<file path="config.mk">
export PLATFORM = sky130hd
export DESIGN_NAME = knn_mem_arbiter
export DESIGN_NICKNAME = d
export VERILOG_FILES = /design/src/rtl/knn_mem_arbiter.sv
export SDC_FILE = /design/constraint.sdc
export NUM_CORES = 1
export LEC_CHECK = 0
export BUFFER_PORTS_ARGS = -buffer_cell sky130_fd_sc_hd__buf_2
export CAP_MARGIN = 10
export CORE_UTILIZATION = 35
export CTS_CLUSTER_DIAMETER = 200
export DETAILED_ROUTE_END_ITERATION = 7
export SETUP_SLACK_MARGIN = 0.05
export SYNTH_ARGS = -nofsm -noshare
export SYNTH_HDL_FRONTEND = slang
export SYNTH_SLANG_ARGS = --single-unit
</file>
<file path="constraint.sdc">
create_clock -name clk -period 2.2 [get_ports clk]
set_clock_uncertainty 0.05 [all_clocks]
set_input_delay 0.44 -clock clk [delete_from_list [all_inputs] [get_ports clk]]
set_output_delay 0.44 -clock clk [all_outputs]
set_load 0.02 [all_outputs]
</file>
<file path="src/rtl/knn_mem_arbiter.sv">
// Round-robin arbiter sharing one on-chip memory port between the KNN controller (0)
// and the host loader (1); owns strobe timing and the fixed read latency.
module knn_mem_arbiter #(
    parameter int W      = 32,
    parameter int ADDR_W = 16,
    parameter int RD_LAT = 2
) (
    input  logic              clk,
    input  logic              rst,
    input  logic              req0,
    input  logic              we0,
    input  logic [ADDR_W-1:0] addr0,
    input  logic [W-1:0]      wdata0,
    input  logic              lock0,
    output logic              ack0,
    output logic [W-1:0]      rdata0,
    input  logic              req1,
    input  logic              we1,
    input  logic [ADDR_W-1:0] addr1,
    input  logic [W-1:0]      wdata1,
    input  logic              lock1,
    output logic              ack1,
    output logic [W-1:0]      rdata1,
    output logic              read,
    output logic [ADDR_W-1:0] readaddress,
    input  logic [W-1:0]      readdata,
    output logic              write,
    output logic [ADDR_W-1:0] writeaddress,
    output logic [W-1:0]      writedata,
    output logic [1:0]        grant,
    output logic              busy
);

    localparam logic [2:0] S_IDLE  = 3'd0;
    localparam logic [2:0] S_ISSUE = 3'd1;
    localparam logic [2:0] S_WAIT  = 3'd2;
    localparam logic [2:0] S_RESP  = 3'd3;
    localparam logic [2:0] S_GAP   = 3'd4;

    logic [2:0]        state_q, state_d;
    logic [1:0]        grant_q, grant_d;
    logic [1:0]        ack_q, ack_d;
    logic              we_q, we_d;
    logic              last_q, last_d;
    logic              lock_q, lock_d;
    logic              read_q, read_d;
    logic              write_q, write_d;
    logic [3:0]        cnt_q, cnt_d;
    logic [ADDR_W-1:0] raddr_q, raddr_d;
    logic [ADDR_W-1:0] waddr_q, waddr_d;
    logic [W-1:0]      wdout_q, wdout_d;

    logic [1:0]        req_v;
    logic              lock_hold;
    logic              win;
    logic              win_we;
    logic [ADDR_W-1:0] win_addr;
    logic [W-1:0]      win_wdata;
    logic              sample_rd;

    assign req_v     = {req1, req0};
    assign sample_rd = (state_q == S_WAIT) && (cnt_q == 4'd1);

    // A lock only survives while its owner keeps requesting.
    always_comb begin
        lock_hold = lock_q & req_v[last_q];
        if (req_v == 2'b11) begin
            win = lock_hold ? last_q : ~last_q;
        end else begin
            win = req_v[1];
        end
        win_we    = win ? we1 : we0;
        win_addr  = win ? addr1 : addr0;
        win_wdata = win ? wdata1 : wdata0;
    end

    always_comb begin
        state_d = state_q;
        grant_d = grant_q;
        ack_d   = 2'b00;
        we_d    = we_q;
        last_d  = last_q;
        lock_d  = lock_q;
        read_d  = 1'b0;
        write_d = 1'b0;
        cnt_d   = cnt_q;
        raddr_d = raddr_q;
        waddr_d = waddr_q;
        wdout_d = wdout_q;
        case (state_q)
            S_IDLE: begin
                lock_d = lock_hold;
                if (req_v != 2'b00) begin
                    grant_d = win ? 2'b10 : 2'b01;
                    we_d    = win_we;
                    last_d  = win;
                    state_d = S_ISSUE;
                    // Strobes are registered here so they are high during ISSUE.
                    if (win_we) begin
                        write_d = 1'b1;
                        waddr_d = win_addr;
                        wdout_d = win_wdata;
                    end else begin
                        read_d  = 1'b1;
                        raddr_d = win_addr;
                    end
                end
            end
            S_ISSUE: begin
                if (we_q) begin
                    ack_d   = grant_q;
                    state_d = S_RESP;
                end else begin
                    cnt_d   = 4'(RD_LAT);
                    state_d = S_WAIT;
                end
            end
            S_WAIT: begin
                cnt_d = cnt_q - 4'd1;
                if (cnt_q == 4'd1) begin
                    ack_d   = grant_q;
                    state_d = S_RESP;
                end
            end
            S_RESP: begin
                lock_d  = grant_q[1] ? lock1 : lock0;
                state_d = S_GAP;
            end
            S_GAP: begin
                grant_d = 2'b00;
                state_d = S_IDLE;
            end
            default: begin
                grant_d = 2'b00;
                state_d = S_IDLE;
            end
        endcase
    end

    always_ff @(posedge clk) begin
        if (!rst) begin
            state_q <= S_IDLE;
            grant_q <= 2'b00;
            ack_q   <= 2'b00;
            we_q    <= 1'b0;
            last_q  <= 1'b1;
            lock_q  <= 1'b0;
            read_q  <= 1'b0;
            write_q <= 1'b0;
            cnt_q   <= 4'd0;
            raddr_q <= '0;
            waddr_q <= '0;
            wdout_q <= '0;
        end else begin
            state_q <= state_d;
            grant_q <= grant_d;
            ack_q   <= ack_d;
            we_q    <= we_d;
            last_q  <= last_d;
            lock_q  <= lock_d;
            read_q  <= read_d;
            write_q <= write_d;
            cnt_q   <= cnt_d;
            raddr_q <= raddr_d;
            waddr_q <= waddr_d;
            wdout_q <= wdout_d;
        end
    end

    genvar gi;
    generate
        for (gi = 0; gi < 2; gi++) begin : g_rdata
            logic [W-1:0] rdata_q, rdata_d;
            always_comb begin
                rdata_d = (sample_rd && grant_q[gi]) ? readdata : rdata_q;
            end
            always_ff @(posedge clk) begin
                if (!rst) begin
                    rdata_q <= '0;
                end else begin
                    rdata_q <= rdata_d;
                end
            end
            if (gi == 0) begin : g_out0
                assign rdata0 = rdata_q;
            end else begin : g_out1
                assign rdata1 = rdata_q;
            end
        end
    endgenerate

    // Gating with reset drops strobes and acks in the very first reset cycle.
    assign read         = read_q & rst;
    assign write        = write_q & rst;
    assign ack0         = ack_q[0] & rst;
    assign ack1         = ack_q[1] & rst;
    assign readaddress  = raddr_q;
    assign writeaddress = waddr_q;
    assign writedata    = wdout_q;
    assign grant        = grant_q;
    assign busy         = (state_q != S_IDLE);

endmodule

</file>
# Word-level counts from Yosys, hierarchy flattened
# Index checks and enable logic that the tools add are counted.
[totals] ff_bits=144 ramBits=0 input_bits=136 memories=0 mem_bits_ro=0 output_inout_bits=135 latchBits=0 word_cells=71
[classes] n_lt_le_gt_ge=1 mul=0 n_shift=0 n_eq_ne=8 bitwise=8 addsub=1 mux=23 n_reduce_logical=16 n_div=0
[ops] cell="$mux W32" n=1
[ops] cell="$mux W16" n=1
[ops] cell="$pmux W3 S4" n=1
[ops] cell="$mux W1" n=9
[ops] cell="$reduce_and A3 Y1" n=3
[ops] cell="$mux W2" n=4
[ops] cell="$pmux W2 S2" n=2
[ops] cell="$pmux W4 S2" n=1
[ops] cell="$reduce_and A2 Y1" n=4
[ops] cell="$eq A3 B2 Y1 const B" n=2
[ops] cell="$mux W3" n=2
[ops] cell="$reduce_bool A2 Y1" n=3
[ops] cell="$and A1 B1 Y1" n=5
[ops] cell="$eq A4 B1 Y1 const B" n=1
[ops] cell="$mux W4" n=1
[ops] cell="$ne A2 B2 Y1 const B" n=2
[ops] cell="$sub A4 B1 Y4 const B" n=1
[ops] cell="$eq A3 B1 Y1 const B" n=1
[ops] cell="$logic_and A1 B1 Y1" n=3
[ops] cell="$logic_not A3 Y1" n=1
[ops] cell="$not A1 Y1" n=3
[ops] cell="$reduce_bool A3 Y1" n=1
[ops] cell="$reduce_or A3 Y1" n=1
[ops] cell="$eq A2 B2 Y1 const B" n=1
[ops] cell="3 further kinds" n=3

# Depth between registers and ports, before layout
[logic_depth] word_depth=8 depth_mapped=9 ltp_nobuf=6

# Worst setup path after synthesis
# No wires, ideal clock.
[synth_path] path_type="register -> register" startpoint="reg state_q[0]" endpoint="reg waddr_q[15], in the netlist writeaddress[15]" path_buffers=4 period_less_slack_ns=2.063 arrival_ns=1.941 slack_ns=0.137 stages_incl_launch_ff=10 t_required_ns=2.078 path_cell_list="dfxtp_1 > buf_2 > nor3_2 > inv_1 > a211oi_2 > or2_1 > buf_2 > buf_6 > buf_6 > mux2i_1"
[synth_between] elab_chain_cells=2
[synth_rtl] item="from (decl)" line_no="40" rtl="logic [2:0] state_q, state_d;"
[synth_rtl] item="from (signal assigned)" line_no="155" rtl="state_q <= state_d;"
[synth_rtl] item="$logic_not A3 Y1" line_no="90" rtl="case (state_q)"
[synth_rtl] item="$reduce_and A3 Y1 (no source line)"
[synth_rtl] item="to (signal assigned)" line_no="165" rtl="waddr_q <= waddr_d;"
[synth_rtl] item="to (decl)" line_no="50" rtl="logic [ADDR_W-1:0] waddr_q, waddr_d;"
# Every way passes these cells.
# A chain may end at the register's enable or synchronous reset.

# Worst setup path after layout
[layout_path] startpoint="reg state_q[1]" endpoint="out busy"
[layout_between] elab_chain_cells=1
[layout_rtl] item="$reduce_bool A3 Y1" line_no="201" rtl="assign busy = (state_q != S_IDLE);"
[layout_rtl] item="to (decl)" line_no="31" rtl="output logic busy"
# Every way passes these cells.

==> metrics <==
Post CTS Setup Buffer Count 0; post-synthesis cell type count 42; die area ~18000 um2; routed wire length per instance 14.5 um; # rows 48; Worst-Skew Late Latency 0.42 ns; hold_buf cts 0; Detail Route Antenna Nets 0; Post-synth EDFFs 0; Slowest-stage cell, CP dfxtp_1; die height roughly 130 um; Die W ~130 um; Post-Syn Area per Cell 8.51 um2; LEAKAGE 0.00387 uW; startpoint types flop; dpl cell area approximately 7700 um2; R2R Path Start lock_q; R2R Path End readaddress[8]; Synthesized Nets 859; worst path cell trace nor3_2, inv_1, buf_2; H-Tree Depth 4; PwrDens 1040 nW/um2; status finished, final reports clean; number of max-cap violations 0; Global Route Usage Sum about a fifth; core area 17200 um2; Finish-stage setup viols 0; Worst Setup End Kind output port; Slew @ Worst Pin 0.472 ns; CP peak stage delay approximately 0.5 ns; final instance area approximately 8300 um2; most frequent cells in the layout buf_2 (270), nand2_1 (197), dfxtp_1 (144), a21oi_1 (85), mux2i_1 (66); dominant cell type by area after synthesis dfxtp_1; Starting DRT DRC Count 165; Resize count post-CTS 0; via count 5859; I/O pin cnt 271; Final Max Slew Viols 0; Synthesis Warnings 0; setup TNS 0 ns; Initial Utilization a little over a third; TritonCTS clock tree built; sequential-to-total area share from yosys stat 47.0%; R2R setup slack roughly 0.34 ns; Worst setup startpoint state_q[1]; worst-path fanout max 9; Achievable Freq about 520 MHz; initial antenna violation count 1; hold path cells 3; Root Buffer clkbuf_16; GRT overflow 0; Register-to-Register Path Depth 6; vias in the first global route 5303; number of I/O port buffers 270; Multi-input gate area around 3000 um2; Worst Path Required between 1.5 and 2 ns; Slew headroom 68.5%; layout cells sized above 1 35.3%; RD Place Congestion between 0.7 and 0.8; first-pass GRT wire length 27.4 mm; non-filler cells, final between 1000 and 1500; dominant cells by area after synthesis dfxtp_1 (47%), nand2_1 (12%), mux2i_1 (11%); Worst-path clk slew roughly 0.07 ns; Sequential cell area 2880 um2; hold endpoint rdata0[0]; clock sinks 144; total of fill cells in the finished design 1711; Pre-antenna DRT Iters 4; synthesized flop and latch total around 140; post-synth top area share between 40% and 50%; Peak VDD IR 0.662 mV; TritonCTS Buffers 17; critical path arrival 1.43 ns; Final Util 48.6%; Via-to-Cell Ratio approximately 4.8; commonest non-fill, non-tap cell in the layout buf_2; unrepaired setup endpoints after global routing no; FFs w/ async S/R, synth 0%; period utilisation layout 87.3%; hold path start readdata[0]; drt total wl 17.6 mm; Placed Cells 1178; area grow syn2layout 36.1%; largest net degree at the start of global routing approximately 50; Max clock buf depth 2; Main synth FF type dfxtp_1; final hold vios 0; detailed placement HPWL 12.4 mm; final worst path period need 1.92 ns; cells after synthesis 721; Worst Path Class, Setup flop to output port; mapped cell area 6130 um2; DRC errors left 0; final layout net count 1110; Hold Path Class input pin to flop
[cell type report]
type	instances	area share (%)
timing repair buffer	295	19.0
multi-input combinational	506	35.5
clock inverter	13	1.81
clock buffer	19	5.31
inverter	8	0.375
antenna	1	0.0300
sequential	144	34.5
tap	225	3.37
[cell usage after synthesis (2+ instances only)]
library cell,instances
nand3_1,5
a211oi_1,24
inv_1,6
xnor2_1,2
nor3_1,34
nand2_1,197
dfxtp_1,144
buf_6,3
and2_1,6
buf_2,14
mux2i_1,66
mux2_2,2
a211oi_2,13
o2bb2ai_1,16
nor2_1,10
ha_1,2
a21oi_1,85
clkbuf_1,42
nor3b_1,2
a22oi_1,2
and3_1,3
o21ai_0,18
buf_1,3
nand2b_1,3
o21a_1,2
[state kept, by name, indices dropped and copies added (netlist names)]
register,cells
ack_q,2
cnt_q,4
grant,2
last_q,1
lock_q,1
rdata0,32
rdata1,32
read_q,1
readaddress,16
state_q,3
we_q,1
write_q,1
writeaddress,16
writedata,32
[metrics by stage]
stage | setup WS (ns) | hold slack, ns | total power, uW
2_1_floorplan | 0.137 | 0.400 | 4980
3_3_place_gp | 0.419 | 0.388 | 5820
3_5_place_dp | 0.349 | 0.395 | 5840
4_1_cts | 0.242 | 0.187 | 8790
5_1_grt | 0.137 | 0.188 | 9140
6_report | 0.280 | 0.209 | 8660
[critical path: cells and delay by family (launching register included)]
family / cells / cell delay, ns
flip-flops: 1 / 0.51
AND/OR/NAND/NOR: 1 / 0.07
buffers and inverters: 2 / 0.43
[logic make-up after synthesis]
family | Yosys count | synth area share, %
muxes | 68 | 11.1
xor gates and xnor gates | 3 | 0.429
AOI/OAI and AO/OA | 168 | 18.0
buffers and inverters | 71 | 5.06
adders and majority gates | 2 | 0.408
DFF | 144 | 47.0
and+or+nand+nor | 265 | 18.0
[routing by layer]
layer  wire length, um  GRT usage (%)
met5                 0              0
met4               248           6.18
met3              1520           6.73
met2              7860           30.4
met1              7990           24.7
[power by group]
group	total [uW]	leakage [uW]	internal (uW)	switching (uW)
combinational	2530	0.00240	1020	1510
sequential	3230	0.00117	2980	253
clock	2900	0.000295	1730	1180
[worst max-delay path by stage]
stage,endpoint,slack [ns],depth (start not counted)
after CTS,busy,0.24,3
final,busy,0.28,3
after global placement,readaddress[15],0.42,6
after global routing,busy,0.14,3
after detailed placement,readaddress[8],0.35,6
after floorplan,writeaddress[15],0.14,9
No activity file was read; power rests on OpenSTA's default activity.
